--- config.mk ---
export PLATFORM = sky130hd
export DESIGN_NAME = multicycle_arm_controller_flat
export DESIGN_NICKNAME = d
export VERILOG_FILES = /design/src/rtl/multicycle_arm_controller_if.sv /design/src/rtl/multicycle_arm_controller.sv /design/src/flat_wrapper.sv
export SDC_FILE = /design/constraint.sdc
export NUM_CORES = 1
export LEC_CHECK = 0
export ABC_AREA = 0
export BUFFER_PORTS_ARGS = -buffer_cell sky130_fd_sc_hd__buf_2
export CAP_MARGIN = 20
export CORE_MARGIN = 5
export CORE_UTILIZATION = 49
export DETAILED_ROUTE_END_ITERATION = 10
export PLACE_DENSITY = 0.84
export SYNTH_ARGS = -nofsm -noshare
export SYNTH_HDL_FRONTEND = slang
export SYNTH_SLANG_ARGS = --single-unit
--- constraint.sdc ---
create_clock -name clk -period 2.4 [get_ports clk]
set_clock_uncertainty 0.05 [all_clocks]
set_input_delay 0.24 -clock clk [delete_from_list [all_inputs] [get_ports clk]]
set_output_delay 0.24 -clock clk [all_outputs]
set_load 0.02 [all_outputs]
--- src/rtl/multicycle_arm_controller_if.sv ---
// Control bundle between the multicycle ARM controller (master) and its datapath (slave).
interface multicycle_arm_controller_if;
  logic [19:0] Instr;
  logic [3:0]  ALUFlags;
  logic        PCWrite;
  logic        IRWrite;
  logic        RegWrite;
  logic        MemWrite;
  logic        AdrSrc;
  logic [1:0]  RegSrc;
  logic [1:0]  ALUSrcA;
  logic [1:0]  ALUSrcB;
  logic [1:0]  ResultSrc;
  logic [1:0]  ImmSrc;
  logic [1:0]  ALUControl;

  modport master (
    input  Instr, ALUFlags,
    output PCWrite, IRWrite, RegWrite, MemWrite, AdrSrc,
    output RegSrc, ALUSrcA, ALUSrcB, ResultSrc, ImmSrc, ALUControl
  );

  modport slave (
    output Instr, ALUFlags,
    input  PCWrite, IRWrite, RegWrite, MemWrite, AdrSrc,
    input  RegSrc, ALUSrcA, ALUSrcB, ResultSrc, ImmSrc, ALUControl
  );
endinterface

--- src/rtl/multicycle_arm_controller.sv ---
// Multicycle ARM control path: Moore FSM over a shared-memory datapath with NZCV storage
// and per-instruction predication. Define MEM_WAIT_EN to add mem_ready wait states.
module multicycle_arm_controller #(
  parameter int STATE_W = 4
) (
  input  logic clk,
  input  logic reset,
  multicycle_arm_controller_if.master ctrl
`ifdef MEM_WAIT_EN
  ,
  input  logic mem_ready
`endif
);
  localparam logic [STATE_W-1:0] S_FETCH    = STATE_W'(4'd0);
  localparam logic [STATE_W-1:0] S_DECODE   = STATE_W'(4'd1);
  localparam logic [STATE_W-1:0] S_MEMADR   = STATE_W'(4'd2);
  localparam logic [STATE_W-1:0] S_MEMREAD  = STATE_W'(4'd3);
  localparam logic [STATE_W-1:0] S_MEMWB    = STATE_W'(4'd4);
  localparam logic [STATE_W-1:0] S_MEMWRITE = STATE_W'(4'd5);
  localparam logic [STATE_W-1:0] S_EXECR    = STATE_W'(4'd6);
  localparam logic [STATE_W-1:0] S_EXECI    = STATE_W'(4'd7);
  localparam logic [STATE_W-1:0] S_ALUWB    = STATE_W'(4'd8);
  localparam logic [STATE_W-1:0] S_BRANCH   = STATE_W'(4'd9);

  logic [STATE_W-1:0] state_q, state_d;
  logic [3:0]         flags_q, flags_d;
  logic               cond_ok_q, cond_ok_d;

  logic [3:0] cond, cmd, rd;
  logic [1:0] op;
  logic       funct_i, funct_s;
  logic       unused_rn;

  assign cond      = ctrl.Instr[19:16];
  assign op        = ctrl.Instr[15:14];
  assign funct_i   = ctrl.Instr[13];
  assign cmd       = ctrl.Instr[12:9];
  assign funct_s   = ctrl.Instr[8];
  assign rd        = ctrl.Instr[3:0];
  assign unused_rn = ^ctrl.Instr[7:4];

  logic mem_rdy;
`ifdef MEM_WAIT_EN
  assign mem_rdy = mem_ready;
`else
  assign mem_rdy = 1'b1;
`endif

  function automatic logic cond_ex(input logic [3:0] cc, input logic [3:0] nzcv);
    logic n, z, c, v;
    {n, z, c, v} = nzcv;
    case (cc)
      4'h0:    return z;
      4'h1:    return ~z;
      4'h2:    return c;
      4'h3:    return ~c;
      4'h4:    return n;
      4'h5:    return ~n;
      4'h6:    return v;
      4'h7:    return ~v;
      4'h8:    return c & ~z;
      4'h9:    return ~(c & ~z);
      4'hA:    return n == v;
      4'hB:    return n != v;
      4'hC:    return ~z & (n == v);
      4'hD:    return ~(~z & (n == v));
      4'hE:    return 1'b1;
      default: return 1'b0;
    endcase
  endfunction

  logic [1:0] alu_dec;
  logic       cmd_known, cmd_cmp, cmd_arith;

  // Data-processing command decode; unknown commands add and never write back
  always_comb begin
    alu_dec   = 2'b00;
    cmd_known = 1'b0;
    cmd_cmp   = 1'b0;
    cmd_arith = 1'b0;
    case (cmd)
      4'b0100: begin alu_dec = 2'b00; cmd_known = 1'b1; cmd_arith = 1'b1; end
      4'b0010: begin alu_dec = 2'b01; cmd_known = 1'b1; cmd_arith = 1'b1; end
      4'b0000: begin alu_dec = 2'b10; cmd_known = 1'b1; end
      4'b1100: begin alu_dec = 2'b11; cmd_known = 1'b1; end
      4'b1010: begin alu_dec = 2'b01; cmd_known = 1'b1; cmd_cmp = 1'b1; cmd_arith = 1'b1; end
      default: begin alu_dec = 2'b00; cmd_known = 1'b0; end
    endcase
  end

  // Predicate capture in DECODE and flag update on the edge leaving EXECR/EXECI
  always_comb begin
    flags_d   = flags_q;
    cond_ok_d = cond_ok_q;
    if (state_q == S_DECODE) begin
      cond_ok_d = cond_ex(cond, flags_q);
    end else begin
      cond_ok_d = cond_ok_q;
    end
    if ((state_q == S_EXECR || state_q == S_EXECI) && cond_ok_q && (funct_s || cmd_cmp)) begin
      flags_d[3:2] = ctrl.ALUFlags[3:2];
      if (cmd_arith) begin
        flags_d[1:0] = ctrl.ALUFlags[1:0];
      end else begin
        flags_d[1:0] = flags_q[1:0];
      end
    end else begin
      flags_d = flags_q;
    end
  end

  // State, flag and predicate registers
  always_ff @(posedge clk or posedge reset) begin
    if (reset) begin
      state_q   <= S_FETCH;
      flags_q   <= 4'b0000;
      cond_ok_q <= 1'b0;
    end else begin
      state_q   <= state_d;
      flags_q   <= flags_d;
      cond_ok_q <= cond_ok_d;
    end
  end

  // Next-state logic
  always_comb begin
    state_d = S_FETCH;
    case (state_q)
      S_FETCH:    state_d = mem_rdy ? S_DECODE : S_FETCH;
      S_DECODE: begin
        case (op)
          2'b01:   state_d = S_MEMADR;
          2'b00:   state_d = funct_i ? S_EXECI : S_EXECR;
          2'b10:   state_d = S_BRANCH;
          default: state_d = S_FETCH;
        endcase
      end
      S_MEMADR:   state_d = funct_s ? S_MEMREAD : S_MEMWRITE;
      S_MEMREAD:  state_d = mem_rdy ? S_MEMWB : S_MEMREAD;
      S_MEMWB:    state_d = S_FETCH;
      S_MEMWRITE: state_d = mem_rdy ? S_FETCH : S_MEMWRITE;
      S_EXECR:    state_d = S_ALUWB;
      S_EXECI:    state_d = S_ALUWB;
      S_ALUWB:    state_d = S_FETCH;
      S_BRANCH:   state_d = S_FETCH;
      default:    state_d = S_FETCH;
    endcase
  end

  logic       pc_write, ir_write, reg_write, mem_write, adr_src;
  logic [1:0] reg_src, alu_src_a, alu_src_b, result_src, alu_control;

  // Moore output decode; a write to R15 redirects RegWrite onto PCWrite
  always_comb begin
    pc_write    = 1'b0;
    ir_write    = 1'b0;
    reg_write   = 1'b0;
    mem_write   = 1'b0;
    adr_src     = 1'b0;
    reg_src     = 2'b00;
    alu_src_a   = 2'b00;
    alu_src_b   = 2'b00;
    result_src  = 2'b00;
    alu_control = 2'b00;
    case (state_q)
      S_FETCH: begin
        ir_write   = mem_rdy;
        pc_write   = mem_rdy;
        alu_src_a  = 2'b01;
        alu_src_b  = 2'b10;
        result_src = 2'b10;
      end
      S_DECODE: begin
        alu_src_a  = 2'b01;
        alu_src_b  = 2'b10;
        result_src = 2'b10;
      end
      S_MEMADR:  alu_src_b = 2'b01;
      S_MEMREAD: adr_src   = 1'b1;
      S_MEMWB: begin
        result_src = 2'b01;
        if (rd == 4'd15) begin
          pc_write = cond_ok_q;
        end else begin
          reg_write = cond_ok_q;
        end
      end
      S_MEMWRITE: begin
        adr_src   = 1'b1;
        reg_src   = 2'b10;
        mem_write = cond_ok_q & mem_rdy;
      end
      S_EXECR: begin
        alu_src_b   = 2'b00;
        alu_control = alu_dec;
      end
      S_EXECI: begin
        alu_src_b   = 2'b01;
        alu_control = alu_dec;
      end
      S_ALUWB: begin
        result_src = 2'b00;
        if (rd == 4'd15) begin
          pc_write = cond_ok_q;
        end else begin
          reg_write = cond_ok_q & cmd_known & ~cmd_cmp;
        end
      end
      S_BRANCH: begin
        reg_src    = 2'b01;
        alu_src_b  = 2'b01;
        result_src = 2'b10;
        pc_write   = cond_ok_q;
      end
      default: begin
        pc_write = 1'b0;
      end
    endcase
  end

  assign ctrl.PCWrite    = pc_write  & ~reset;
  assign ctrl.IRWrite    = ir_write  & ~reset;
  assign ctrl.RegWrite   = reg_write & ~reset;
  assign ctrl.MemWrite   = mem_write & ~reset;
  assign ctrl.AdrSrc     = adr_src;
  assign ctrl.RegSrc     = reg_src;
  assign ctrl.ALUSrcA    = alu_src_a;
  assign ctrl.ALUSrcB    = alu_src_b;
  assign ctrl.ResultSrc  = result_src;
  assign ctrl.ImmSrc     = op;
  assign ctrl.ALUControl = alu_control;
endmodule

--- src/flat_wrapper.sv ---
// flat-port wrapper written by rule: the top's interface ports become plain ports
module multicycle_arm_controller_flat 
#(
  parameter int STATE_W = 4
)
  (clk, reset, ctrl_Instr, ctrl_ALUFlags, ctrl_PCWrite, ctrl_IRWrite, ctrl_RegWrite, ctrl_MemWrite, ctrl_AdrSrc, ctrl_RegSrc, ctrl_ALUSrcA, ctrl_ALUSrcB, ctrl_ResultSrc, ctrl_ImmSrc, ctrl_ALUControl);
  multicycle_arm_controller_if ctrl_i ();
  input  logic clk;
  input  logic reset;
  input wire logic [$bits(ctrl_i.Instr)-1:0] ctrl_Instr;
  input wire logic [$bits(ctrl_i.ALUFlags)-1:0] ctrl_ALUFlags;
  output wire logic [$bits(ctrl_i.PCWrite)-1:0] ctrl_PCWrite;
  output wire logic [$bits(ctrl_i.IRWrite)-1:0] ctrl_IRWrite;
  output wire logic [$bits(ctrl_i.RegWrite)-1:0] ctrl_RegWrite;
  output wire logic [$bits(ctrl_i.MemWrite)-1:0] ctrl_MemWrite;
  output wire logic [$bits(ctrl_i.AdrSrc)-1:0] ctrl_AdrSrc;
  output wire logic [$bits(ctrl_i.RegSrc)-1:0] ctrl_RegSrc;
  output wire logic [$bits(ctrl_i.ALUSrcA)-1:0] ctrl_ALUSrcA;
  output wire logic [$bits(ctrl_i.ALUSrcB)-1:0] ctrl_ALUSrcB;
  output wire logic [$bits(ctrl_i.ResultSrc)-1:0] ctrl_ResultSrc;
  output wire logic [$bits(ctrl_i.ImmSrc)-1:0] ctrl_ImmSrc;
  output wire logic [$bits(ctrl_i.ALUControl)-1:0] ctrl_ALUControl;
  assign ctrl_i.Instr = ctrl_Instr;
  assign ctrl_i.ALUFlags = ctrl_ALUFlags;
  assign ctrl_PCWrite = ctrl_i.PCWrite;
  assign ctrl_IRWrite = ctrl_i.IRWrite;
  assign ctrl_RegWrite = ctrl_i.RegWrite;
  assign ctrl_MemWrite = ctrl_i.MemWrite;
  assign ctrl_AdrSrc = ctrl_i.AdrSrc;
  assign ctrl_RegSrc = ctrl_i.RegSrc;
  assign ctrl_ALUSrcA = ctrl_i.ALUSrcA;
  assign ctrl_ALUSrcB = ctrl_i.ALUSrcB;
  assign ctrl_ResultSrc = ctrl_i.ResultSrc;
  assign ctrl_ImmSrc = ctrl_i.ImmSrc;
  assign ctrl_ALUControl = ctrl_i.ALUControl;
  multicycle_arm_controller #(.STATE_W(STATE_W)) u_core (.clk(clk), .reset(reset), .ctrl(ctrl_i));
endmodule
==> summary.txt <==
Logic synthesis
  – Ys flop type: dfrtp_1
  – Syn Nets: 143
  – Avg Synthesized Cell Area: 7.89 µm²
  – Top-area cell type share of the netlist area: 24.4%
  – Seq/Total Area, Yosys: 24.4%
  – Asr flop ratio synth: 100%
  – Top cells by area, synth: dfrtp_1 24%, nor2_1 5.3%, a21oi_1 4.9%
  – Syn Inst Count: 117
  – Post-synth top area cell: dfrtp_1
  – Post-synthesis register bit count: 9
  – Cell Area, Synth: 923 µm²
  – EDFF count, synth: 0
  – Library cells used by synthesis: 43
  – Warnings, synthesis: 0

Clock tree
  – Root Driver: clkbuf_4
  – H-tree lvl count: 1
  – # clock sinks: 9
  – Clock Path Buffers: 2
  – Clk slew on worst S/H paths: 0.06 ns
  – TritonCTS clock tree: yes
  – Cts repair resizes: 0
  – Inserted Clock Buffers: 3
  – Post-CTS Setup Inserts: 0
  – Clk Latency, worst-skew pair: 0.26 ns

Timing
  – Fin Setup TNS: 0 ns
  – Fin. Hold Viols: 0
  – Fmax: 453 MHz
  – Slew Limit Headroom: 66.1%
  – RSZ-0062 raised after global routing: no
  – Fin. max-slew vios: 0
  – Slew @ Worst Pin: 0.509 ns
  – Final number of setup-violating endpoints: 0
  – Final period util: 91.9%
  – Final min period: 2.21 ns

Worst setup path
  – Crit end category: primary output
  – Max stage delay on crit path: 0.55 ns
  – Setup Crit Path Kind: in2out
  – CP most frequent cell: buf_2
  – RR Startpoint: u_core.state_q[1]
  – Critical Path Sink: ctrl_RegWrite
  – Startpoint Class: primary input
  – Worst Path Buf+Inv: 4
  – CP startpoint: reset
  – Worst R2R Setup Slack: 0.82 ns
  – R2R depth: 4
  – Worst-path cell chain: dlygate4sd3_1 > buf_2 > inv_1 > nand2_1 > nor4_1 > o21a_1 > buf_2
  – Critical-path top delay cell: dlygate4sd3_1
  – CP Max Fanout: 10
  – Critical Path RT: 2.11 ns
  – Crit path DAT: 1.92 ns
  – FF-to-FF End: u_core.cond_ok_q
  – Crit. path cell count: 7
  – Crit-path leading delay family: buffers and inverters

Drt
  – DR vias: 943
  – Pre-antenna DRT Iters: 4
  – DR DRC count: 0
  – Routed WL per cell: 12.8 µm
  – Count of antenna-violating nets left after detailed routing: 0
  – Post-DR vias/cell: 5.48
  – Iter 0 DRT Violations: 11
  – Post-Route WL: 2210 µm

Global routing
  – Grt total ovfl: 0
  – Largest net degree at the start of global routing: 19
  – Global-route wire length before repair: 3450 µm
  – GRT Total Usage: 16.3%
  – Initial antenna violation count: 0
  – Vias in the first global route: 829

Finish
  – Post-route cell area: 1090 µm²
  – Most frequent cells in the layout: 37 x buf_2, 13 x nor2_1, 9 x a21oi_1, 9 x dfrtp_1
  – Commonest non-fill, non-tap cell in the layout: buf_2
  – Area delta synth->final: 18.2%
  – Fill cell count: 175
  – Ant diodes: 0
  – Layout cell share with drive strength beyond 1: 33.3%
  – Net count, final: 174

Placed design
  – RD Place Congestion: 0.786
  – Hpwl dp: 1710 µm
  – Port Buffers: 37
  – Placed Area: 1050 µm²

Power
  – LEAKAGE: 0.502 nW
  – Pwr/cell area: 992 nW/µm²
  – Peak supply drop: 0.580 mV

Hold path
  – HP Class: in2reg
  – Min-delay src: ctrl_ALUFlags[3]

Floorplan
  – Initial core utilization: 52.3%
  – Die Ht: 53.4 µm
  – Chip width: 53.4 µm
  – # IOs: 43
  – Rows: 15
  – Core ar.: 1760 µm²
  – DIE AREA: 2850 µm²

Status
  – Status: finished, final reports clean

Flow run
  – Maxcap violations: 0
## kinds of logic (layout without fill, tap and decap cells)
kind of cell    count (synthesis)  count (layout)  share of synthesized area [%]
flops                           9               9                           24.4
compound gates                 29              29                           21.0
other cells                     1               1                          0.406
simple gates                   51              51                           32.7
mux                             6               6                           7.05
buf+inv                        18              48                           11.7
xor+xnor                        3               3                           2.85
## what timing repair did
item | 4_1_cts | 5_1_grt
endpoints found under the hold margin | 9 | 0
endpoints found under the setup margin | 0 | 0
hold buffers | 1 | 0
## synth_stat cells (2+ instances only)
cell / n
nor2_1: 13
buf_6: 3
nand2b_1: 5
o21ai_0: 5
buf_2: 2
buf_4: 4
a31oi_1: 4
nor2b_1: 2
clkbuf_1: 3
nor3b_1: 6
nand3_1: 2
nor3_1: 4
xnor2_1: 2
mux2i_1: 2
mux2_2: 4
o22ai_1: 2
nor4_1: 4
inv_1: 6
dfrtp_1: 9
a21oi_1: 9
nand3b_1: 2
nand2_1: 3
## state kept, by name, summed over array words and instances (netlist names)
name	count
u_core.cond_ok_q	1
u_core.flags_q	4
u_core.state_q	4
## where the power goes
group / internal (mW) / switching [mW] / total, mW
clock network: 0.0641 / 0.0533 / 0.117
logic: 0.259 / 0.352 / 0.612
registers: 0.212 / 0.141 / 0.353
## per-stage QoR
stage | hold WS (ns) | total power, mW | setup slack (ns) | instances | util [%]
floorplan | 0.0261 | 0.845 | 0.276 | 117 | -
CTS | 0.158 | 1.09 | 0.201 | 172 | 61.8
global placement | 0.179 | 0.949 | 0.742 | 167 | 59.8
detailed placement | 0.188 | 0.965 | 0.695 | 167 | 59.8
global route | 0.150 | 1.18 | 0.0604 | 172 | 61.8
finish | 0.165 | 1.08 | 0.194 | 172 | 61.8
## metal layers
layer	GRT usage (%)	vias up	wire (µm)
met2	26.9	27	1070
met3	1.69	2	143
met1	20.8	431	982
met4	7.66	0	8
li1	-	483	-
met5	0	-	0
## how the worst min path moves through the flow
stage	end	depth (start not counted)	slack [ns]
final	u_core.flags_q[3]	2	0.16
after global routing	u_core.flags_q[3]	2	0.15
after CTS	u_core.flags_q[3]	2	0.16
after detailed placement	u_core.cond_ok_q	2	0.19
after global placement	u_core.state_q[3]	2	0.18
after floorplan	u_core.cond_ok_q	1	0.03
## layout make-up
cell class	instances	area [µm²]	area share [%]
Multi-Input combinational cell	90	591	54.1
Sequential cell	9	225	20.6
Timing Repair Buffer	38	195	17.9
Tap cell	25	31.3	2.87
Clock buffer	4	26.3	2.41
Inverter	6	22.5	2.06
(Power assumes the default switching activity.)
